[src/rtl/instr_decode.sv]
`timescale 1ns/1ps
`default_nettype none
// ============================================================================
// Module      : instr_decode
// Description : Registered instruction decode stage. Decodes 32-bit words
//               into register indices, sign-extended immediate and control
//               strobes; a main output register plus a skid register give
//               full throughput under downstream back-pressure.
// Revision    : 1.0 - initial release
// ============================================================================
module instr_decode #(
  parameter int DATAWIDTH = 32
) (
  input  logic                 clk_i,
  input  logic                 rst_i,
  input  logic                 in_valid_i,
  output logic                 in_ready_o,
  input  logic [31:0]          instr_i,
  input  logic                 flush_i,
  output logic                 out_valid_o,
  input  logic                 out_ready_i,
  output logic [4:0]           ra_o,
  output logic [4:0]           rb_o,
  output logic [4:0]           rd_o,
  output logic [DATAWIDTH-1:0] imm_o,
  output logic [2:0]           alu_op_o,
  output logic                 use_imm_o,
  output logic                 reg_write_o,
  output logic                 mem_read_o,
  output logic                 mem_write_o,
  output logic                 branch_o,
  output logic [1:0]           br_cond_o,
  output logic                 illegal_o,
  output logic [7:0]           illegal_cnt_o
);

  localparam logic [3:0] c_op_addi = 4'd7;
  localparam logic [3:0] c_op_lw   = 4'd8;
  localparam logic [3:0] c_op_sw   = 4'd9;
  localparam logic [3:0] c_op_beq  = 4'd10;
  localparam logic [3:0] c_op_bgt  = 4'd11;
  localparam logic [3:0] c_op_bge  = 4'd12;
  localparam logic [2:0] c_alu_add = 3'd0;
  localparam logic [2:0] c_alu_sub = 3'd1;
  localparam logic [7:0] c_cnt_max = 8'd255;

  typedef struct packed {
    logic [4:0]           ra;
    logic [4:0]           rb;
    logic [4:0]           rd;
    logic [DATAWIDTH-1:0] imm;
    logic [2:0]           alu_op;
    logic                 use_imm;
    logic                 reg_write;
    logic                 mem_read;
    logic                 mem_write;
    logic                 branch;
    logic [1:0]           br_cond;
    logic                 illegal;
  } bundle_t;

  bundle_t    w_dec;
  bundle_t    r_main;
  bundle_t    r_skid;
  logic       r_main_valid;
  logic       r_skid_valid;
  logic [7:0] r_illegal_cnt;
  logic       w_accept;
  logic       w_consume;
  logic [3:0] w_opcode;

  assign w_opcode  = instr_i[3:0];
  // A word can only be offered while skid is empty, so acceptance never
  // coincides with a skid-to-main transfer.
  assign w_accept  = in_valid_i & ~r_skid_valid;
  assign w_consume = r_main_valid & out_ready_i;

  // Decode the incoming word so both storage entries hold finished bundles
  always_comb begin
    w_dec           = '0;
    w_dec.ra        = instr_i[18:14];
    w_dec.rb        = instr_i[13:9];
    w_dec.rd        = instr_i[8:4];
    w_dec.imm       = {{(DATAWIDTH-13){instr_i[31]}}, instr_i[31:19]};
    if (w_opcode <= 4'd6) begin
      w_dec.alu_op    = w_opcode[2:0];
      w_dec.reg_write = 1'b1;
    end else begin
      case (w_opcode)
        c_op_addi: begin
          w_dec.alu_op    = c_alu_add;
          w_dec.use_imm   = 1'b1;
          w_dec.reg_write = 1'b1;
        end
        c_op_lw: begin
          w_dec.alu_op    = c_alu_add;
          w_dec.use_imm   = 1'b1;
          w_dec.mem_read  = 1'b1;
          w_dec.reg_write = 1'b1;
        end
        c_op_sw: begin
          w_dec.alu_op    = c_alu_add;
          w_dec.use_imm   = 1'b1;
          w_dec.mem_write = 1'b1;
        end
        c_op_beq, c_op_bgt, c_op_bge: begin
          w_dec.alu_op    = c_alu_sub;
          w_dec.branch    = 1'b1;
          w_dec.br_cond   = 2'(w_opcode - c_op_beq);
        end
        default: begin
          w_dec.illegal   = 1'b1;
        end
      endcase
    end
  end

  // Main/skid storage: flush wins, then skid drain, then normal accept
  always_ff @(posedge clk_i or posedge rst_i) begin
    if (rst_i) begin
      r_main_valid <= 1'b0;
      r_skid_valid <= 1'b0;
      r_main       <= '0;
      r_skid       <= '0;
    end else if (flush_i) begin
      r_main_valid <= 1'b0;
      r_skid_valid <= 1'b0;
    end else if (r_skid_valid) begin
      if (w_consume) begin
        r_main       <= r_skid;
        r_main_valid <= 1'b1;
        r_skid_valid <= 1'b0;
      end
    end else if (w_accept) begin
      if (!r_main_valid || out_ready_i) begin
        r_main       <= w_dec;
        r_main_valid <= 1'b1;
      end else begin
        r_skid       <= w_dec;
        r_skid_valid <= 1'b1;
      end
    end else if (w_consume) begin
      r_main_valid <= 1'b0;
    end
  end

  // Saturating count of illegal words that survive their arrival cycle
  always_ff @(posedge clk_i or posedge rst_i) begin
    if (rst_i) begin
      r_illegal_cnt <= 8'd0;
    end else if (w_accept && !flush_i && w_dec.illegal && r_illegal_cnt != c_cnt_max) begin
      r_illegal_cnt <= r_illegal_cnt + 8'd1;
    end
  end

  // Ready depends only on stored state, never on out_ready_i
  assign in_ready_o    = ~r_skid_valid;
  assign out_valid_o   = r_main_valid;
  assign ra_o          = r_main.ra;
  assign rb_o          = r_main.rb;
  assign rd_o          = r_main.rd;
  assign imm_o         = r_main.imm;
  assign alu_op_o      = r_main.alu_op;
  assign use_imm_o     = r_main.use_imm;
  assign reg_write_o   = r_main.reg_write;
  assign mem_read_o    = r_main.mem_read;
  assign mem_write_o   = r_main.mem_write;
  assign branch_o      = r_main.branch;
  assign br_cond_o     = r_main.br_cond;
  assign illegal_o     = r_main.illegal;
  assign illegal_cnt_o = r_illegal_cnt;

endmodule
`default_nettype wire

[config.mk]
export PLATFORM = sky130hd
export DESIGN_NAME = instr_decode
export DESIGN_NICKNAME = d
export VERILOG_FILES = /design/src/rtl/instr_decode.sv
export SDC_FILE = /design/constraint.sdc
export NUM_CORES = 1
export LEC_CHECK = 0
export CAP_MARGIN = 20
export CORE_MARGIN = 4
export CORE_UTILIZATION = 52
export DETAILED_ROUTE_END_ITERATION = 6
export GPL_TIMING_DRIVEN = 0
export HOLD_SLACK_MARGIN = 0.12
export PLACE_DENSITY = 0.85
export SYNTH_ARGS = -nofsm -noshare
export SYNTH_HDL_FRONTEND = slang
export SYNTH_SLANG_ARGS = --single-unit
export TNS_END_PERCENT = 50
[constraint.sdc]
create_clock -name clk_i -period 8.3 [get_ports clk_i]
set_clock_uncertainty 0.15 [all_clocks]
set_input_delay 1.66 -clock clk_i [delete_from_list [all_inputs] [get_ports clk_i]]
set_output_delay 1.66 -clock clk_i [all_outputs]
set_load 0.03 [all_outputs]
==> flow_summary.toml <==
[run_status]
status = "completed"

[cts]
clkSlewWorstSetupHoldPaths_ns = 0.09
clock_buffers_created_by_tritoncts = 9
tritoncts = "yes"
h_tree_depth_reported_by_cts = 3
maximum_buffer_depth_of_the_clock_tree = 2
cts_setup_buffers = 0
clock_sinks = 88
cts_root_buffer = "sky130_fd_sc_hd__clkbuf_8"
cts-resized-gates = 0
clock_latency_ns = 0.35
cts-hold-fix-buffers = 0

[drt]
num_vias = 3064
via_per_inst = 5.30
antenna_left = 0
route.detailed.drc = 0
finalWirelength_microns = 8980
drt_first_iter_violations = 167
wl_per_cell_microns = 15.5
drt_first_pass_iters = 6

[pwr]
peakVddDrop_mv = 0.148
static-leakage-power_nw = 2.30
power-per-cell-area_mw_per_mm2 = 246

[floorplanning]
die_x_microns = 95.7
standard_cell_rows = 31
start_util = 0.543
floorplan.die_area_sq_mm = 0.00917
die-height_microns = 95.7
num_io_pins = 105
area_of_the_placeable_core_sq_mm = 0.00737

[synth]
synth_top_cells_by_area = "sky130_fd_sc_hd__dfrtp_1 55%, sky130_fd_sc_hd__mux2_2 9.6%, sky130_fd_sc_hd__mux2i_1 7.5%, sky130_fd_sc_hd__a21oi_1 5.3%, sky130_fd_sc_hd__nor2_1 4.0%"
post_synth_most_frequent_cells = "88 x sky130_fd_sc_hd__dfrtp_1, 43 x sky130_fd_sc_hd__nor2_1, 42 x sky130_fd_sc_hd__a21oi_1"
avgSynthCellArea_sq_um = 11.2
synth.top_cell.area_share = 0.550
yosys.cell_count.top_type = "sky130_fd_sc_hd__dfrtp_1"
post_synth_inst_count = 359
synth_flop_cell = "sky130_fd_sc_hd__dfrtp_1"
synth_warnings = 0
ys_seq_area_frac = 0.550
netlist-cell-type-count = 39
synthDominantAreaCellType = "sky130_fd_sc_hd__dfrtp_1"
synth-async-reset-ratio = 1.00
synth_enable_flop_cells = 0
synth.ff_latch_count = 88
syn-cell-area_sq_mm = 0.00400
postSynthNetCount = 397

[place]
dp_cells = 562
gp_congestion = 0.773
port-buffer-count = 103
post-dp-hpwl_microns = 6480

[global_route]
antenna_found_initial = 0
grt_max_degree = 50
grt_use_total = 0.202
wire_length_of_the_first_global_routing_pass_microns = 14300
grt_overflow_total = 0
grt_pass1_vias = 3015

[cells_and_area]
area_delta_synth_final_pct = 34.3
layout.filler_cells = 528
antenna-diode-count = 0
layoutNonFillerInstCount = 578
nets = 512
drive_gt1_frac = 0.192

[critical_path]
data_required_time_at_the_worst_endpoint_ns = 6.49
criticalPathCategory = "register to output port"
worstPathArrival_ns = 1.91
start_kind = "register"
r2r_setup_slack_ns = 6.42
reg2reg_to = "r_skid[43]"
worst_r2r_startpoint = "out_valid_o"
worst-path-max-fanout = 21
end_kind = "output port"
timing.reg2reg.worst_path_depth = 5

[timing]
rsz0062_at_grt = "false"
min_period_over_period = 0.448
finalCriticalPeriod_ns = 3.72
timing.fmax_mhz = 269
timing.slew.headroom = 0.625
hold_violations = 0
final_max_slew_viol_count = 0
final-setup-viol-count = 0
tightest_slew_ns = 0.563
setup-tns-final_ns = 0

[worst_hold_path]
min_path_type = "register to register"
timing.hold.worst_endpoint = "r_skid[3]"
holdPathStages = 2
worst_hold_startpoint = "r_skid[3]"

[run]
drv.max_cap_violation_count = 0
==> worst max-delay path: stages (launching register included) <==
cell	delay (ns)
sky130_fd_sc_hd__dfrtp_1	0.71
sky130_fd_sc_hd__buf_4	0.20
sky130_fd_sc_hd__clkdlybuf4s50_1	0.66
==> area by class of cell <==
cell class | count | area (sq um) | share of cell area
repair buffers | 104 | 1060 | 0.197
flip-flops and latches | 88 | 2200 | 0.410
inverters | 5 | 21.3 | 0.00396
well taps | 99 | 124 | 0.0230
clock buffers | 10 | 138 | 0.0256
clock inverters | 6 | 48.8 | 0.00908
plain buffers | 41 | 260 | 0.0484
multi-input cells | 225 | 1520 | 0.283
==> per-stage QoR <==
stage          total power [mW]  utilization  setup slack [ns]  instance area [sq um]  hold slack (ns)
4_1_cts                    1.34        0.729              4.54                   5380            0.340
6_report                   1.32        0.729              4.58                   5380            0.334
2_1_floorplan             0.862            -              4.21                   4000            0.294
3_5_place_dp               1.06        0.704              4.68                   5190            0.320
5_1_grt                    1.39        0.729              4.44                   5380            0.363
3_3_place_gp               1.04        0.700              2.92                   5160            0.307
==> placed cells by master (no fill, tap or decap), types with 2 or more instances in the layout <==
cell and count:
sky130_fd_sc_hd__nand4_1 2, sky130_fd_sc_hd__nand2_1 18, sky130_fd_sc_hd__mux2_2 34, sky130_fd_sc_hd__a211oi_1 2, sky130_fd_sc_hd__o41ai_1 2, sky130_fd_sc_hd__clkbuf_8 10, sky130_fd_sc_hd__buf_2 16, sky130_fd_sc_hd__inv_6 3
sky130_fd_sc_hd__mux2i_1 30, sky130_fd_sc_hd__a31oi_1 3, sky130_fd_sc_hd__a21oi_1 42, sky130_fd_sc_hd__xor2_1 4, sky130_fd_sc_hd__o21ai_0 10, sky130_fd_sc_hd__nand2b_1 6, sky130_fd_sc_hd__dfrtp_1 88, sky130_fd_sc_hd__nor2_1 43
sky130_fd_sc_hd__nor4_1 2, sky130_fd_sc_hd__and3_1 2, sky130_fd_sc_hd__clkinvlp_4 3, sky130_fd_sc_hd__o211ai_1 3, sky130_fd_sc_hd__nand3_1 5, sky130_fd_sc_hd__nor3_1 2, sky130_fd_sc_hd__clkdlybuf4s50_1 103, sky130_fd_sc_hd__inv_1 3
sky130_fd_sc_hd__buf_4 21, sky130_fd_sc_hd__clkbuf_1 3
==> where the power goes <==
group	total (mW)	switching (mW)	leakage, nW	internal (mW)
logic	0.464	0.243	1.15	0.221
clock network	0.278	0.158	0.0859	0.120
registers	0.581	0.0609	1.06	0.520
total	1.32	0.462	2.30	0.861
==> cells by family (layout without fill, tap and decap cells) <==
family / count (synthesis) / after routing / share of synthesized area
buffers and inverters: 46 / 166 / 0.0697
flip-flops: 88 / 88 / 0.550
AO/OA/AOI/OAI: 69 / 69 / 0.0988
AND/OR/NAND/NOR: 86 / 86 / 0.0969
adder cells (fa/ha/maj): 1 / 1 / 0.00312
multiplexers: 64 / 64 / 0.171
XOR/XNOR: 5 / 5 / 0.0109
==> sequential cells by signal, summed over array words and instances (netlist names) <==
| register | cells |
|---|---|
| r_skid_valid | 1 |
| alu_op_o | 3 |
| illegal_o | 1 |
| rb_o | 5 |
| br_cond_o | 2 |
| mem_write_o | 1 |
| use_imm_o | 1 |
| mem_read_o | 1 |
| branch_o | 1 |
| out_valid_o | 1 |
| ra_o | 5 |
| r_skid | 39 |
| rd_o | 5 |
| illegal_cnt_o | 8 |
| reg_write_o | 1 |
| imm_o | 13 |
==> worst max-delay path by stage <==
stage,slack (ns),cells past startpoint,start,end
final,4.58,2,imm_o[30],imm_o[17]
after floorplan,4.21,1,rst_i,alu_op_o[0]
after detailed placement,4.68,6,out_ready_i,r_skid[22]
after CTS,4.54,2,imm_o[30],imm_o[17]
after global placement,2.92,2,rst_i,illegal_cnt_o[5]
after global routing,4.44,2,imm_o[30],imm_o[26]
==> metal layers <==
metal | vias up | global-route usage | share of wire
met2 | 112 | 0.337 | 0.49
met1 | 1486 | 0.267 | 0.43
met5 | - | 0 | 0
met4 | 0 | 0.0616 | 0.0079
met3 | 10 | 0.0399 | 0.067
li1 | 1456 | - | -
No activity file was read; power rests on OpenSTA's default activity.
